[src/rtl/trap_pkg.sv]
// Shared definitions for the trapezoid rendering engine: FSM encoding,
// default coordinate widths and the per-edge state record.
package trap_pkg;

  localparam int TRAP_FRAC_BITS = 8;
  localparam int TRAP_Y_W       = 8;
  localparam int TRAP_X_W       = 16;
  localparam int TRAP_X_INT_W   = TRAP_X_W - TRAP_FRAC_BITS;

  typedef enum logic [2:0] {
    ST_IDLE   = 3'd0,
    ST_EMIT   = 3'd1,
    ST_STEP_L = 3'd2,
    ST_STEP_R = 3'd3,
    ST_FIN    = 3'd4
  } walk_state_e;

  // One trapezoid edge: current x, step magnitude and step direction.
  typedef struct packed {
    logic [TRAP_X_W-1:0] x;
    logic [TRAP_X_W-1:0] dx;
    logic                neg;
  } edge_t;

endpackage

[src/rtl/trap_edge_walker_if.sv]
// Row handshake from the edge walker to the span fill stage.
interface trap_edge_walker_if
  import trap_pkg::*;
#(
  parameter int Y_W     = TRAP_Y_W,
  parameter int X_INT_W = TRAP_X_INT_W
);

  logic               row_valid;
  logic               row_ready;
  logic [Y_W-1:0]     row_y;
  logic [X_INT_W-1:0] row_xl;
  logic [X_INT_W-1:0] row_xr;

  modport master (
    output row_valid, row_y, row_xl, row_xr,
    input  row_ready
  );

  modport slave (
    input  row_valid, row_y, row_xl, row_xr,
    output row_ready
  );

endinterface

[src/rtl/cla16.sv]
// 16-bit carry-lookahead adder/subtractor: sum = a + b (cin=0) or a - b (cin=1),
// built from 4-bit lookahead groups with a second lookahead level across groups.
module cla16 (
  input  logic [15:0] a,
  input  logic [15:0] b,
  input  logic        cin,
  output logic [15:0] sum
);

  // Carries into bits 0..3 of a 4-bit group, fully expanded.
  function automatic logic [3:0] lookahead4(input logic [3:0] g, input logic [3:0] p,
                                            input logic c0);
    logic [3:0] c;
    c[0] = c0;
    c[1] = g[0] | (p[0] & c0);
    c[2] = g[1] | (p[1] & g[0]) | (p[1] & p[0] & c0);
    c[3] = g[2] | (p[2] & g[1]) | (p[2] & p[1] & g[0]) | (p[2] & p[1] & p[0] & c0);
    return c;
  endfunction

  function automatic logic group_gen(input logic [3:0] g, input logic [3:0] p);
    return g[3] | (p[3] & g[2]) | (p[3] & p[2] & g[1]) | (p[3] & p[2] & p[1] & g[0]);
  endfunction

  logic [15:0] b_eff;
  logic [15:0] gen;
  logic [15:0] prop;
  logic [15:0] carry;
  logic [3:0]  grp_g;
  logic [3:0]  grp_p;
  logic [3:0]  grp_c;

  // Subtraction is two's complement: invert b and feed the 1 in through cin.
  assign b_eff = b ^ {16{cin}};
  assign gen   = a & b_eff;
  assign prop  = a ^ b_eff;

  for (genvar k = 0; k < 4; k++) begin : g_group
    assign grp_g[k]        = group_gen(gen[4*k +: 4], prop[4*k +: 4]);
    assign grp_p[k]        = &prop[4*k +: 4];
    assign carry[4*k +: 4] = lookahead4(gen[4*k +: 4], prop[4*k +: 4], grp_c[k]);
  end

  assign grp_c = lookahead4(grp_g, grp_p, cin);
  assign sum   = prop ^ carry;

endmodule

[src/rtl/trap_edge_walker.sv]
// Scanline edge walker: steps both trapezoid edges one row at a time in Q8.8
// and hands (y, floor(xl), floor(xr)) to the span stage, one row per 3 clocks.
module trap_edge_walker
  import trap_pkg::*;
#(
  parameter int FRAC_BITS = TRAP_FRAC_BITS,
  parameter int Y_W       = TRAP_Y_W
) (
  input  logic                clk,
  input  logic                reset,
  input  logic                start,
  input  logic [Y_W-1:0]      y_top,
  input  logic [Y_W-1:0]      y_bot,
  input  logic [TRAP_X_W-1:0] xl0,
  input  logic [TRAP_X_W-1:0] xr0,
  input  logic [TRAP_X_W-1:0] dxl,
  input  logic                dxl_neg,
  input  logic [TRAP_X_W-1:0] dxr,
  input  logic                dxr_neg,
  trap_edge_walker_if.master  row,
  output logic                busy,
  output logic                done
);

  walk_state_e    state_q, state_d;
  logic [Y_W-1:0] y_q, y_d;
  logic [Y_W-1:0] y_bot_q, y_bot_d;
  edge_t          edge_l_q, edge_l_d;
  edge_t          edge_r_q, edge_r_d;

  logic                step_r;
  logic [TRAP_X_W-1:0] cla_a;
  logic [TRAP_X_W-1:0] cla_b;
  logic                cla_cin;
  logic [TRAP_X_W-1:0] cla_sum;

  // The single adder serves the left edge in STEP_L and the right edge in STEP_R.
  assign step_r  = (state_q == ST_STEP_R);
  assign cla_a   = step_r ? edge_r_q.x   : edge_l_q.x;
  assign cla_b   = step_r ? edge_r_q.dx  : edge_l_q.dx;
  assign cla_cin = step_r ? edge_r_q.neg : edge_l_q.neg;

  cla16 u_cla16 (
    .a   (cla_a),
    .b   (cla_b),
    .cin (cla_cin),
    .sum (cla_sum)
  );

  always_comb begin
    // NOTE: every variable gets its hold value first so no path through the
    // case statement leaves one unassigned, which would infer a latch.
    state_d  = state_q;
    y_d      = y_q;
    y_bot_d  = y_bot_q;
    edge_l_d = edge_l_q;
    edge_r_d = edge_r_q;

    case (state_q)
      ST_IDLE: begin
        if (start) begin
          if (y_bot >= y_top) begin
            y_d      = y_top;
            y_bot_d  = y_bot;
            edge_l_d = '{x: xl0, dx: dxl, neg: dxl_neg};
            edge_r_d = '{x: xr0, dx: dxr, neg: dxr_neg};
            state_d  = ST_EMIT;
          end else begin
            state_d  = ST_FIN;
          end
        end
      end
      ST_EMIT: begin
        if (row.row_ready) begin
          state_d = (y_q == y_bot_q) ? ST_FIN : ST_STEP_L;
        end
      end
      ST_STEP_L: begin
        edge_l_d.x = cla_sum;
        state_d    = ST_STEP_R;
      end
      ST_STEP_R: begin
        edge_r_d.x = cla_sum;
        y_d        = y_q + 1'b1;
        state_d    = ST_EMIT;
      end
      ST_FIN:  state_d = ST_IDLE;
      default: state_d = ST_IDLE;
    endcase
  end

  // NOTE: the datapath registers are reset along with the FSM so the row
  // outputs read as zero while reset is held, not whatever was left behind.
  always_ff @(posedge clk or posedge reset) begin
    if (reset) begin
      state_q  <= ST_IDLE;
      y_q      <= '0;
      y_bot_q  <= '0;
      edge_l_q <= '0;
      edge_r_q <= '0;
    end else begin
      // NOTE: non-blocking so every register samples the pre-edge values.
      state_q  <= state_d;
      y_q      <= y_d;
      y_bot_q  <= y_bot_d;
      edge_l_q <= edge_l_d;
      edge_r_q <= edge_r_d;
    end
  end

  assign row.row_valid = (state_q == ST_EMIT);
  assign row.row_y     = y_q;
  assign row.row_xl    = edge_l_q.x[TRAP_X_W-1:FRAC_BITS];
  assign row.row_xr    = edge_r_q.x[TRAP_X_W-1:FRAC_BITS];
  assign busy          = (state_q != ST_IDLE);
  assign done          = (state_q == ST_FIN);

endmodule

[src/flat_wrapper.sv]
// flat-port wrapper written by rule: the top's interface ports become plain ports
module trap_edge_walker_flat import trap_pkg::*;
#(
  parameter int FRAC_BITS = TRAP_FRAC_BITS,
  parameter int Y_W       = TRAP_Y_W
)
  (clk, reset, start, y_top, y_bot, xl0, xr0, dxl, dxl_neg, dxr, dxr_neg, busy, done, row_row_valid, row_row_y, row_row_xl, row_row_xr, row_row_ready);
  trap_edge_walker_if #(.Y_W(Y_W)) row_i ();
  input  logic clk;
  input  logic reset;
  input  logic start;
  input  logic [Y_W-1:0] y_top;
  input  logic [Y_W-1:0] y_bot;
  input  logic [TRAP_X_W-1:0] xl0;
  input  logic [TRAP_X_W-1:0] xr0;
  input  logic [TRAP_X_W-1:0] dxl;
  input  logic dxl_neg;
  input  logic [TRAP_X_W-1:0] dxr;
  input  logic dxr_neg;
  output logic busy;
  output logic done;
  output wire logic [$bits(row_i.row_valid)-1:0] row_row_valid;
  output wire logic [$bits(row_i.row_y)-1:0] row_row_y;
  output wire logic [$bits(row_i.row_xl)-1:0] row_row_xl;
  output wire logic [$bits(row_i.row_xr)-1:0] row_row_xr;
  input wire logic [$bits(row_i.row_ready)-1:0] row_row_ready;
  assign row_row_valid = row_i.row_valid;
  assign row_row_y = row_i.row_y;
  assign row_row_xl = row_i.row_xl;
  assign row_row_xr = row_i.row_xr;
  assign row_i.row_ready = row_row_ready;
  trap_edge_walker #(.FRAC_BITS(FRAC_BITS), .Y_W(Y_W)) u_core (.clk(clk), .reset(reset), .start(start), .y_top(y_top), .y_bot(y_bot), .xl0(xl0), .xr0(xr0), .dxl(dxl), .dxl_neg(dxl_neg), .dxr(dxr), .dxr_neg(dxr_neg), .row(row_i), .busy(busy), .done(done));
endmodule
[config.mk]
export PLATFORM = sky130hd
export DESIGN_NAME = trap_edge_walker_flat
export DESIGN_NICKNAME = d
export VERILOG_FILES = /design/src/rtl/trap_pkg.sv /design/src/rtl/trap_edge_walker_if.sv /design/src/rtl/cla16.sv /design/src/rtl/trap_edge_walker.sv /design/src/flat_wrapper.sv
export SDC_FILE = /design/constraint.sdc
export NUM_CORES = 1
export LEC_CHECK = 0
export ABC_AREA = 1
export CORE_MARGIN = 2
export CORE_UTILIZATION = 47
export DETAILED_ROUTE_END_ITERATION = 10
export PLACE_DENSITY_LB_ADDON = 0.2
export SLEW_MARGIN = 10
export SYNTH_ARGS = -nofsm -noshare
export SYNTH_HDL_FRONTEND = slang
export SYNTH_SLANG_ARGS = --single-unit
[constraint.sdc]
create_clock -name clk -period 2.9 [get_ports clk]
set_input_delay 0.58 -clock clk [delete_from_list [all_inputs] [get_ports clk]]
set_output_delay 0.58 -clock clk [all_outputs]
set_load 0.005 [all_outputs]
==> report_table.html, run 1 <==
<table>
<tr><th>Metric</th><th>Value</th></tr>
<tr><th colspan="2">Run status</th></tr>
<tr><td>Result of the run</td><td>complete, but fails checks</td></tr>
<tr><td>Failing checks</td><td>negative setup slack</td></tr>
<tr><th colspan="2">Floorplan</th></tr>
<tr><td>DIE HEIGHT</td><td>113 um</td></tr>
<tr><td>Count of boundary I/O pins</td><td>113</td></tr>
<tr><td>Width of the die</td><td>113 um</td></tr>
<tr><td>Count of standard-cell rows</td><td>39</td></tr>
<tr><td>Starting density of the core</td><td>48.5%</td></tr>
<tr><td>Die ar.</td><td>12700 um2</td></tr>
<tr><td>CORE AREA</td><td>11500 um2</td></tr>
<tr><th colspan="2">Finish</th></tr>
<tr><td>Post-layout instance area</td><td>7910 um2</td></tr>
<tr><td>Share of cells above drive strength 1</td><td>19.1%</td></tr>
<tr><td>Most common cell after layout, fill and taps aside</td><td>sky130_fd_sc_hd__nand2_1</td></tr>
<tr><td>Commonest cells after routing, fill and taps aside</td><td>sky130_fd_sc_hd__nand2_1 (259), sky130_fd_sc_hd__clkdlybuf4s50_1 (112), sky130_fd_sc_hd__dfrtp_1 (83), sky130_fd_sc_hd__inv_1 (70), sky130_fd_sc_hd__nand3_1 (57)</td></tr>
<tr><td>Area delta synth-&gt;final</td><td>42.2%</td></tr>
<tr><td>Diode count</td><td>0</td></tr>
<tr><td>Final nets</td><td>1018</td></tr>
<tr><th colspan="2">Run</th></tr>
<tr><td>Number of max-cap violations</td><td>0</td></tr>
<tr><th colspan="2">Route</th></tr>
<tr><td>Total wirelength of the detailed-routed design</td><td>16500 um</td></tr>
<tr><td>Post-detailed-route DRC marker count</td><td>0</td></tr>
<tr><td>Vias per inst</td><td>5.19</td></tr>
<tr><td>Initial DRT Pass Iterations</td><td>7</td></tr>
<tr><td>Detailed-route wire length per cell</td><td>15.7 um</td></tr>
<tr><td>Number of routed nets with antenna violations</td><td>0</td></tr>
<tr><td>Via count of the routed design</td><td>5469</td></tr>
<tr><td>Initial detailed-routing violation count</td><td>352</td></tr>
<tr><th colspan="2">Clock tree</th></tr>
<tr><td>Later-pin clock latency in the skew report</td><td>0.34 ns</td></tr>
<tr><td>Clock tree from TritonCTS</td><td>built</td></tr>
<tr><td>Buffer cell driving the clock tree root</td><td>sky130_fd_sc_hd__clkbuf_16</td></tr>
<tr><td>H-tree levels</td><td>3</td></tr>
<tr><td>Num CTS Buffers</td><td>9</td></tr>
<tr><td>Clock tree buffer depth</td><td>2</td></tr>
<tr><td>CTS clock-pin slew for the worst setup and hold paths</td><td>0.06 ns</td></tr>
<tr><td>Count of clock tree sinks</td><td>85</td></tr>
<tr><th colspan="2">GRT</th></tr>
<tr><td>Largest net degree at the start of global routing</td><td>54</td></tr>
<tr><td>Via count of the first global-routing pass</td><td>5305</td></tr>
<tr><td>First-pass GRT wire length</td><td>26100 um</td></tr>
<tr><td>Number of antenna violations at the first check in global routing</td><td>0</td></tr>
<tr><td>Global-route congestion overflow total</td><td>0</td></tr>
<tr><td>GRT Resource Usage Total</td><td>25.8%</td></tr>
<tr><th colspan="2">Critical path</th></tr>
<tr><td>Required arrival time at the worst endpoint</td><td>3.13 ns</td></tr>
<tr><td>Crit path buffers/inverters</td><td>3</td></tr>
<tr><td>Critical path capture point type</td><td>flip-flop</td></tr>
<tr><td>Crit start category</td><td>flip-flop</td></tr>
<tr><td>Top delay family on crit path</td><td>simple AND/OR/NAND/NOR gates</td></tr>
<tr><td>Longest individual stage delay on the worst path</td><td>0.40 ns</td></tr>
<tr><td>Worst Setup Path Type</td><td>reg -&gt; reg</td></tr>
<tr><td>Critical path, cell by cell</td><td>inv_2 &gt; nand3_4 &gt; nand2_2 &gt; o21ai_2 &gt; or2_1 &gt; nand2_1 &gt; inv_1 &gt; ha_4 &gt; nand2_2 &gt; nor2_2 &gt; nand3_2 &gt; nand2_2 &gt; nand2_1 &gt; nand2_2 &gt; inv_2 &gt; fa_2 &gt; xor2_1 &gt; o21ai_1 &gt; nand2_1 &gt; nand2_1</td></tr>
<tr><td>Arrival time at the worst endpoint</td><td>3.15 ns</td></tr>
<tr><td>Cell at the slowest stage of the critical path</td><td>sky130_fd_sc_hd__dfrtp_1</td></tr>
<tr><td>Reg2reg setup slack</td><td>-0.02 ns</td></tr>
<tr><td>Maximum net fanout on the critical path</td><td>8</td></tr>
<tr><th colspan="2">STA</th></tr>
<tr><td>Max frequency</td><td>0.343 GHz</td></tr>
<tr><td>Count of pins over their slew limit</td><td>0</td></tr>
<tr><td>RSZ-0062 raised after global routing</td><td>true</td></tr>
<tr><td>Crit share post-route</td><td>101%</td></tr>
<tr><td>Tmin final</td><td>2.92 ns</td></tr>
<tr><td>Worst slew margin relative to its limit</td><td>62.4%</td></tr>
<tr><td>Final TNS setup</td><td>-0.0290 ns</td></tr>
<tr><td>Endpoints failing hold</td><td>0</td></tr>
<tr><td>Post-route worst setup slack</td><td>-0.0162 ns</td></tr>
<tr><td>Worst clock skew</td><td>0.00573 ns</td></tr>
<tr><td>Worst-Margin Slew</td><td>0.563 ns</td></tr>
<tr><td>Number of failing setup endpoints in the final timing report</td><td>2</td></tr>
<tr><th colspan="2">Min path</th></tr>
<tr><td>HP Class</td><td>in -&gt; async</td></tr>
<tr><th colspan="2">Yosys</th></tr>
<tr><td>Dominant synthesized flop cell</td><td>sky130_fd_sc_hd__dfrtp_1</td></tr>
<tr><td>Unique masters post-synth</td><td>36</td></tr>
<tr><td>Number of flip-flops and latches in the synthesized netlist</td><td>85</td></tr>
<tr><td>Fraction of synthesis flops using an asynchronous set or reset pin</td><td>100%</td></tr>
<tr><td>Cell area after technology mapping</td><td>5560 um2</td></tr>
<tr><td>Xor/xnor share of the synthesized area</td><td>4.72%</td></tr>
<tr><td>Gate count after technology mapping</td><td>759</td></tr>
<tr><td>Number of nets produced by synthesis</td><td>872</td></tr>
<tr><td>Compound-Gate Fraction of Synth Area</td><td>9.33%</td></tr>
<tr><td>Simple-gate share of the synthesized area</td><td>31.0%</td></tr>
<tr><td>Per-instance average area after synthesis</td><td>7.33 um2</td></tr>
<tr><td>EDFF count, synth</td><td>0</td></tr>
<tr><td>Multiplexer fraction of the synthesized cell area</td><td>0%</td></tr>
<tr><td>Main combinational cell family by area after synthesis</td><td>simple AND/OR/NAND/NOR gates</td></tr>
<tr><td>Syn. warnings</td><td>0</td></tr>
<tr><td>Adder-Cell Fraction of Synth Area</td><td>6.48%</td></tr>
<tr><td>Register area share after synthesis</td><td>38.2%</td></tr>
<tr><th colspan="2">Power</th></tr>
<tr><td>Power density of the placed cells</td><td>1300 nW/um2</td></tr>
<tr><td>Leakage power of the design</td><td>3.81 nW</td></tr>
<tr><td>Peak VDD IR</td><td>0.764 mV</td></tr>
<tr><th colspan="2">Placed design</th></tr>
<tr><td>Total cell area at the placement stage</td><td>7090 um2</td></tr>
<tr><td>Last weighted congestion value of the routability-driven placer</td><td>0.887</td></tr>
<tr><td>Port bufs</td><td>112</td></tr>
<tr><td>Detail Placement HPWL</td><td>12100 um</td></tr>
</table>
-- worst register-to-register path: stages (launching register included) --
cell and delay (ns):
sky130_fd_sc_hd__dfrtp_1 0.40, sky130_fd_sc_hd__inv_2 0.09, sky130_fd_sc_hd__nand3_4 0.18, sky130_fd_sc_hd__nand2_2 0.13, sky130_fd_sc_hd__o21ai_2 0.09, sky130_fd_sc_hd__or2_1 0.25, sky130_fd_sc_hd__nand2_1 0.06, sky130_fd_sc_hd__inv_1 0.06
sky130_fd_sc_hd__ha_4 0.27, sky130_fd_sc_hd__nand2_2 0.05, sky130_fd_sc_hd__nor2_2 0.09, sky130_fd_sc_hd__nand3_2 0.09, sky130_fd_sc_hd__nand2_2 0.09, sky130_fd_sc_hd__nand2_1 0.08, sky130_fd_sc_hd__nand2_2 0.08, sky130_fd_sc_hd__inv_2 0.04
sky130_fd_sc_hd__fa_2 0.34, sky130_fd_sc_hd__xor2_1 0.17, sky130_fd_sc_hd__o21ai_1 0.08, sky130_fd_sc_hd__nand2_1 0.09, sky130_fd_sc_hd__nand2_1 0.05
-- synth_stat cells, types with 8 or more instances --
| cell | number | area [um2] |
|---|---|---|
| sky130_fd_sc_hd__a21oi_1 | 12 | 60.1 |
| sky130_fd_sc_hd__buf_2 | 19 | 95.1 |
| sky130_fd_sc_hd__buf_4 | 21 | 158 |
| sky130_fd_sc_hd__dfrtp_1 | 85 | 2130 |
| sky130_fd_sc_hd__ha_1 | 24 | 300 |
| sky130_fd_sc_hd__inv_1 | 74 | 278 |
| sky130_fd_sc_hd__nand2_1 | 284 | 1070 |
| sky130_fd_sc_hd__nand3_1 | 58 | 290 |
| sky130_fd_sc_hd__nand4_1 | 18 | 113 |
| sky130_fd_sc_hd__nor2_1 | 14 | 52.6 |
| sky130_fd_sc_hd__o211ai_1 | 12 | 90.1 |
| sky130_fd_sc_hd__o21ai_0 | 51 | 255 |
| sky130_fd_sc_hd__o21ai_1 | 8 | 40.0 |
| sky130_fd_sc_hd__xnor2_1 | 25 | 219 |
-- logic make-up after synthesis --
| logic type | Yosys count |
|---|---|
| buf+inv | 124 |
| simple gates | 400 |
| fa+ha+maj | 27 |
| xor+xnor | 30 |
| flops | 85 |
| compound gates | 93 |
-- worst paths after layout --
kind | from | end | cells past startpoint
max in group asynchronous | reset | u_core.row.row_xl[5] | 3
worst min-delay path | reset | u_core.edge_l_q[7] | 2
worst min register to register | u_core.edge_r_q[9] | u_core.edge_r_q[9] | 2
worst max-delay path | u_core.state_q[2] | u_core.row.row_xl[5] | 20
worst max register to register | u_core.state_q[2] | u_core.row.row_xl[5] | 20
min in group clk | u_core.edge_r_q[9] | u_core.edge_r_q[9] | 2
-- what timing repair did --
item	in CTS	in global routing
hold endpoints to repair	0	0
resized for setup	9	87
buffers inserted	3	11
pin swaps	3	46
hold buffers	0	0
setup endpoints to repair	8	14
cloned	1	3
-- report_power, final --
part,total [mW],switching (mW),internal [mW],leakage (nW)
combinational,7.16,3.72,3.44,2.60
sequential,2.10,0.388,1.71,1.08
clock,1.04,0.466,0.575,0.129
-- registers in the layout, summed over array words and instances, names as in the netlist --
name and cells:
u_core.edge_l_q 25, u_core.edge_r_q 25, u_core.row.row_xl 8, u_core.row.row_xr 8
u_core.row.row_y 8, u_core.y_bot_q 8, u_core.state_q 3
-- stage by stage --
| stage | util (%) | total power, mW | worst slack [ns] | cells | hold WS [ns] |
|---|---|---|---|---|---|
| 6_report | 69.0 | 10.3 | -0.0162 | 1053 | 0.462 |
| 5_1_grt | 69.0 | 11.1 | -0.195 | 1053 | 0.463 |
| 4_1_cts | 64.7 | 9.15 | -0.0675 | 1039 | 0.455 |
| 3_5_place_dp | 61.9 | 7.94 | -0.179 | 1019 | 0.465 |
| 3_3_place_gp | 61.9 | 7.79 | -0.0772 | 1019 | 0.460 |
| 2_1_floorplan | - | 5.74 | -0.00418 | 759 | 0.444 |
-- layout make-up --
class	count	area [um2]
fill	967	3560
multi-input combinational	551	3240
sequential	85	2130
timing repair buffer	183	1820
inverter	75	283
clock buffer	11	233
tap	143	179
clock inverter	5	27.5
-- routing by layer --
metal	wire, um	track usage (%)	up-vias
met3	1000	4.39	28
li1	-	-	2720
met2	7670	41.0	181
met1	7430	35.4	2540
met4	414	9.92	0
met5	0	0	-
Note: power is estimated with default switching activity, not from simulation.
==> run 2: changes to the inputs <==
- CELL_PAD_IN_SITES_DETAIL_PLACEMENT: not set -> 1
- CELL_PAD_IN_SITES_GLOBAL_PLACEMENT: not set -> 1
- CORE_UTILIZATION: 47 -> 34
- CTS_CLUSTER_SIZE: not set -> 12
- SYNTH_HIERARCHICAL: not set -> 1
==> run 2 against run 1 <==
The flow still finishes with violations (negative setup slack); clock skew increased by 0.0023 ns; global-route usage decreased by 5.4 points; final area increased by 11%; worst hold slack improved by 0.025 ns; flip-flop and latch count unchanged; sequential share of layout area decreased by 2.8 points; die area increased by 50%; first-iteration DRC count decreased by 14%; via count increased by 11%; setup slack got worse by 0.32 ns; routed wire length increased by 28%.
==> report_table.html, run 2 <==
<table>
<tr><th>Metric</th><th>Value</th></tr>
<tr><th colspan="2">Run status</th></tr>
<tr><td>Result of the run</td><td>complete, but fails checks (unchanged)</td></tr>
<tr><td>Failing checks</td><td>negative setup slack (unchanged)</td></tr>
<tr><th colspan="2">Yosys</th></tr>
<tr><td>Synth top area cells</td><td>sky130_fd_sc_hd__dfrtp_1 (35%), sky130_fd_sc_hd__nand2_1 (22%), sky130_fd_sc_hd__inv_1 (7.3%) (was sky130_fd_sc_hd__dfrtp_1 (38%), sky130_fd_sc_hd__nand2_1 (19%), sky130_fd_sc_hd__ha_1 (5.4%))</td></tr>
<tr><td>Gate count after technology mapping</td><td>907 (was 759)</td></tr>
<tr><td>Cell area after technology mapping</td><td>6140 um2 (was 5560 um2)</td></tr>
<tr><td>Share of Yosys cell area claimed by the top area cell type</td><td>34.7% (was 38.2%)</td></tr>
<tr><td>Syn. warnings</td><td>6 (was 0)</td></tr>
<tr><td>Unique masters post-synth</td><td>36 (unchanged)</td></tr>
<tr><td>Number of flip-flops and latches in the synthesized netlist</td><td>85 (unchanged)</td></tr>
<tr><td>Fraction of synthesis flops using an asynchronous set or reset pin</td><td>100% (unchanged)</td></tr>
<tr><td>EDFF count, synth</td><td>0 (unchanged)</td></tr>
<tr><td>Commonest cells post-synth</td><td>sky130_fd_sc_hd__nand2_1 (355), sky130_fd_sc_hd__inv_1 (119), sky130_fd_sc_hd__dfrtp_1 (85) (was sky130_fd_sc_hd__nand2_1 (284), sky130_fd_sc_hd__dfrtp_1 (85), sky130_fd_sc_hd__inv_1 (74))</td></tr>
<tr><td>Register area share after synthesis</td><td>34.7% (was 38.2%)</td></tr>
<tr><td>Library cell occupying the most area in the post-synthesis netlist</td><td>sky130_fd_sc_hd__dfrtp_1 (unchanged)</td></tr>
<tr><td>Per-instance average area after synthesis</td><td>6.77 um2 (was 7.33 um2)</td></tr>
<tr><td>Most repeated cell in the gate-level netlist after synthesis</td><td>sky130_fd_sc_hd__nand2_1 (unchanged)</td></tr>
<tr><td>Dominant synthesized flop cell</td><td>sky130_fd_sc_hd__dfrtp_1 (unchanged)</td></tr>
<tr><td>Number of nets produced by synthesis</td><td>1020 (was 872)</td></tr>
<tr><th colspan="2">Floorplan</th></tr>
<tr><td>Count of boundary I/O pins</td><td>113 (unchanged)</td></tr>
<tr><td>DIE HEIGHT</td><td>138 um (was 113 um)</td></tr>
<tr><td>Count of standard-cell rows</td><td>49 (was 39)</td></tr>
<tr><td>Die ar.</td><td>19100 um2 (was 12700 um2)</td></tr>
<tr><td>CORE AREA</td><td>17800 um2 (was 11500 um2)</td></tr>
<tr><td>Starting density of the core</td><td>34.4% (was 48.5%)</td></tr>
<tr><td>Width of the die</td><td>138 um (was 113 um)</td></tr>
<tr><th colspan="2">Critical path</th></tr>
<tr><td>Maximum net fanout on the critical path</td><td>6 (was 8)</td></tr>
<tr><td>Top delay family on crit path</td><td>simple AND/OR/NAND/NOR gates (unchanged)</td></tr>
<tr><td>Longest individual stage delay on the worst path</td><td>0.36 ns (was 0.40 ns)</td></tr>
<tr><td>Arrival time at the worst endpoint</td><td>3.46 ns (was 3.15 ns)</td></tr>
<tr><td>Crit path buffers/inverters</td><td>8 (was 3)</td></tr>
<tr><td>Cell at the slowest stage of the critical path</td><td>sky130_fd_sc_hd__dfrtp_1 (unchanged)</td></tr>
<tr><td>Library cell appearing most often on the critical path</td><td>sky130_fd_sc_hd__nand2_1</td></tr>
<tr><td>Required arrival time at the worst endpoint</td><td>3.13 ns (about the same)</td></tr>
<tr><td>Critical path capture point type</td><td>flip-flop (unchanged)</td></tr>
<tr><td>Crit start category</td><td>flip-flop (unchanged)</td></tr>
<tr><td>Worst Setup Path Type</td><td>reg -&gt; reg (unchanged)</td></tr>
<tr><th colspan="2">Power</th></tr>
<tr><td>Proportion of total power due to net switching</td><td>46.1% (was 44.4%)</td></tr>
<tr><td>Net switching power of the design</td><td>5.03 mW (was 4.57 mW)</td></tr>
<tr><td>Internal power</td><td>5.88 mW (was 5.73 mW)</td></tr>
<tr><td>Part of the total power dissipated in the clock network</td><td>10.2% (was 10.1%)</td></tr>
<tr><td>Design Power</td><td>10.9 mW (was 10.3 mW)</td></tr>
<tr><td>Power density of the placed cells</td><td>1240 nW/um2 (was 1300 nW/um2)</td></tr>
<tr><td>Peak VDD IR</td><td>0.522 mV (was 0.764 mV)</td></tr>
<tr><td>Relative contribution of sequential cells to total power</td><td>19.7% (was 20.4%)</td></tr>
<tr><td>Leakage power of the design</td><td>4.70 nW (was 3.81 nW)</td></tr>
<tr><td>Logic pwr share</td><td>70.0% (was 69.5%)</td></tr>
<tr><th colspan="2">Clock tree</th></tr>
<tr><td>Buffer cell driving the clock tree root</td><td>sky130_fd_sc_hd__clkbuf_16 (unchanged)</td></tr>
<tr><td>Clock tree from TritonCTS</td><td>built (unchanged)</td></tr>
<tr><td>Clock tree buffer depth</td><td>2 (unchanged)</td></tr>
<tr><td>Count of clock tree sinks</td><td>85 (unchanged)</td></tr>
<tr><td>Later-pin clock latency in the skew report</td><td>0.34 ns (about the same)</td></tr>
<tr><td>CTS clock-pin slew for the worst setup and hold paths</td><td>0.06 ns (about the same)</td></tr>
<tr><td>Number of buffers inserted for hold repair after clock tree synthesis</td><td>0 (unchanged)</td></tr>
<tr><td>H-tree levels</td><td>3 (unchanged)</td></tr>
<tr><td>Num CTS Buffers</td><td>9 (unchanged)</td></tr>
<tr><th colspan="2">STA</th></tr>
<tr><td>Worst clock skew</td><td>0.00800 ns (was 0.00573 ns)</td></tr>
<tr><td>Max frequency</td><td>0.309 GHz (was 0.343 GHz)</td></tr>
<tr><td>Final TNS setup</td><td>-4.89 ns (was -0.0290 ns)</td></tr>
<tr><td>Worst slew margin relative to its limit</td><td>55.8% (was 62.4%)</td></tr>
<tr><td>Tmin final</td><td>3.23 ns (was 2.92 ns)</td></tr>
<tr><td>Number of failing setup endpoints in the final timing report</td><td>24 (was 2)</td></tr>
<tr><td>RSZ-0062 raised after global routing</td><td>true (unchanged)</td></tr>
<tr><td>Count of pins over their slew limit</td><td>0 (unchanged)</td></tr>
<tr><td>Endpoints failing hold</td><td>0 (unchanged)</td></tr>
<tr><td>Worst-Margin Slew</td><td>0.662 ns (was 0.563 ns)</td></tr>
<tr><td>Post-route worst setup slack</td><td>-0.333 ns (was -0.0162 ns)</td></tr>
<tr><td>Crit share post-route</td><td>111% (was 101%)</td></tr>
<tr><th colspan="2">Placed design</th></tr>
<tr><td>Setup slack at placement</td><td>-0.287 ns (was -0.179 ns)</td></tr>
<tr><td>Last weighted congestion value of the routability-driven placer</td><td>0.810 (was 0.887)</td></tr>
<tr><td>Detail Placement HPWL</td><td>13400 um (was 12100 um)</td></tr>
<tr><td>Port bufs</td><td>112 (unchanged)</td></tr>
<tr><th colspan="2">GRT</th></tr>
<tr><td>Largest net degree at the start of global routing</td><td>87 (was 54)</td></tr>
<tr><td>Via count of the first global-routing pass</td><td>6308 (was 5305)</td></tr>
<tr><td>Number of antenna violations at the first check in global routing</td><td>0 (unchanged)</td></tr>
<tr><td>GRT Resource Usage Total</td><td>20.4% (was 25.8%)</td></tr>
<tr><td>Global-route congestion overflow total</td><td>0 (unchanged)</td></tr>
<tr><td>First-pass GRT wire length</td><td>31900 um (was 26100 um)</td></tr>
<tr><th colspan="2">Finish</th></tr>
<tr><td>Diode count</td><td>0 (unchanged)</td></tr>
<tr><td>Final nets</td><td>1157 (was 1018)</td></tr>
<tr><td>Post-Route Utilization</td><td>49.3% (was 69.0%)</td></tr>
<tr><td>Most common cell after layout, fill and taps aside</td><td>sky130_fd_sc_hd__nand2_1 (unchanged)</td></tr>
<tr><td>Area delta synth-&gt;final</td><td>43.4% (was 42.2%)</td></tr>
<tr><td>Share of cells above drive strength 1</td><td>20.3% (was 19.1%)</td></tr>
<tr><td>Filler Cells Inserted</td><td>2218 (was 967)</td></tr>
<tr><td>Largest registers</td><td>u_core/edge_l_q x25, u_core/edge_r_q x25 (was u_core.edge_l_q x25, u_core.edge_r_q x25)</td></tr>
<tr><td>Commonest cells after routing, fill and taps aside</td><td>sky130_fd_sc_hd__nand2_1 (314), sky130_fd_sc_hd__clkdlybuf4s50_1 (112), sky130_fd_sc_hd__inv_1 (108), sky130_fd_sc_hd__dfrtp_1 (85), sky130_fd_sc_hd__nand3_1 (81) (was sky130_fd_sc_hd__nand2_1 (259), sky130_fd_sc_hd__clkdlybuf4s50_1 (112), sky130_fd_sc_hd__dfrtp_1 (83), sky130_fd_sc_hd__inv_1 (70), sky130_fd_sc_hd__nand3_1 (57))</td></tr>
<tr><th colspan="2">Route</th></tr>
<tr><td>Number of routed nets with antenna violations</td><td>0 (unchanged)</td></tr>
<tr><td>Post-detailed-route DRC marker count</td><td>0 (unchanged)</td></tr>
<tr><td>Detailed-route wire length per cell</td><td>16.6 um (was 15.7 um)</td></tr>
<tr><td>Via count of the routed design</td><td>6068 (was 5469)</td></tr>
<tr><td>Initial detailed-routing violation count</td><td>303 (was 352)</td></tr>
<tr><td>Initial DRT Pass Iterations</td><td>4 (was 7)</td></tr>
<tr><td>Total wirelength of the detailed-routed design</td><td>21200 um (was 16500 um)</td></tr>
<tr><td>Vias per inst</td><td>4.76 (was 5.19)</td></tr>
<tr><th colspan="2">Run</th></tr>
<tr><td>Number of max-cap violations</td><td>0 (unchanged)</td></tr>
<tr><th colspan="2">Min path</th></tr>
<tr><td>HP Class</td><td>reg -&gt; reg (was in -&gt; async)</td></tr>
</table>
## run 2: cell types whose count changed after synthesis, moves of 6 or more
| cell | delta |
|---|---|
| sky130_fd_sc_hd__xor2_1 | +18 |
| sky130_fd_sc_hd__nand2_2 | +6 |
| sky130_fd_sc_hd__inv_1 | +45 |
| sky130_fd_sc_hd__nor2_1 | +14 |
| sky130_fd_sc_hd__nand4_1 | -13 |
| sky130_fd_sc_hd__nand3_1 | +26 |
| sky130_fd_sc_hd__o21ai_0 | -22 |
| sky130_fd_sc_hd__nand2_1 | +71 |
| sky130_fd_sc_hd__xnor2_1 | -15 |
| sky130_fd_sc_hd__o21ai_1 | +13 |
| sky130_fd_sc_hd__o211ai_1 | -12 |
## run 2: layout make-up
class                      instances  area [um2]  share of cell area (%)
multi-input combinational        637        3770                    42.8
inverter                         124         472                    5.36
sequential                        85        2130                    24.2
tap                              229         287                    3.26
timing repair buffer             187        1870                    21.2
clock buffer                       9         225                    2.56
clock inverter                     5        53.8                   0.611
## run 2: tightest hold or removal path, stage by stage (launching register included)
cell                      delay (ns)
sky130_fd_sc_hd__dfrtp_1        0.34
sky130_fd_sc_hd__nand2_1        0.05
sky130_fd_sc_hd__o21ai_0        0.06
## run 2: final timing paths
kind,to,slack [ns],depth (start not counted),start
setup / recovery,u_core/row.row_xl[2],-0.33,26,u_core/state_q[1]
hold / removal,u_core/edge_r_q[12],0.49,2,u_core/edge_r_q[12]
setup reg to reg,u_core/row.row_xl[2],-0.33,26,u_core/state_q[1]
hold reg to reg,u_core/edge_r_q[12],0.49,2,u_core/edge_r_q[12]
max in group asynchronous,u_core/edge_l_q[22],1.87,3,reset
min in group asynchronous,u_core/row.row_y[2],0.66,3,reset
## run 2: cell families after synthesis
| family | count (synthesis) | share of synthesized area, % |
|---|---|---|
| and+or+nand+nor | 503 | 35.0 |
| buffers and inverters | 185 | 13.2 |
| DFF | 85 | 34.7 |
| AOI/OAI and AO/OA | 73 | 6.40 |
| xor gates and xnor gates | 33 | 4.71 |
| adders and majority gates | 27 | 5.87 |
| muxes | 1 | 0.163 |
## run 2: what timing repair did
action | CTS | global route
pin swaps | 11 | 32
gates resized for setup | 41 | 84
cloned | 2 | 1
endpoints found under the setup margin | 22 | 25
buffers inserted | 12 | 9
## run 2: per-stage QoR
step / cells / hold WS (ns) / instance area, um2
floorplan: 907 / 0.453 / 6170
global placement: 1240 / 0.469 / 7700
detailed placement: 1240 / 0.474 / 7700
CTS: 1268 / 0.490 / 8320
global route: 1276 / 0.516 / 8800
finish: 1276 / 0.486 / 8800
## run 2: routing by layer
| metal | part of all wire [%] | track usage (%) |
|---|---|---|
| met1 | 47 | 28.8 |
| met2 | 48 | 32.5 |
| met3 | 2.7 | 2.60 |
| met4 | 2.0 | 6.34 |
| met5 | 0 | 0 |
## run 2: power groups by stage
stage / clock network, mW / logic [mW] / registers (mW)
6_report: 1.12 / 7.64 / 2.15
5_1_grt: 1.19 / 8.25 / 2.23
4_1_cts: 1.15 / 6.27 / 2.14
3_5_place_dp: 0 / 5.52 / 2.14
3_3_place_gp: 0 / 5.35 / 2.14
2_1_floorplan: 0 / 3.53 / 1.99
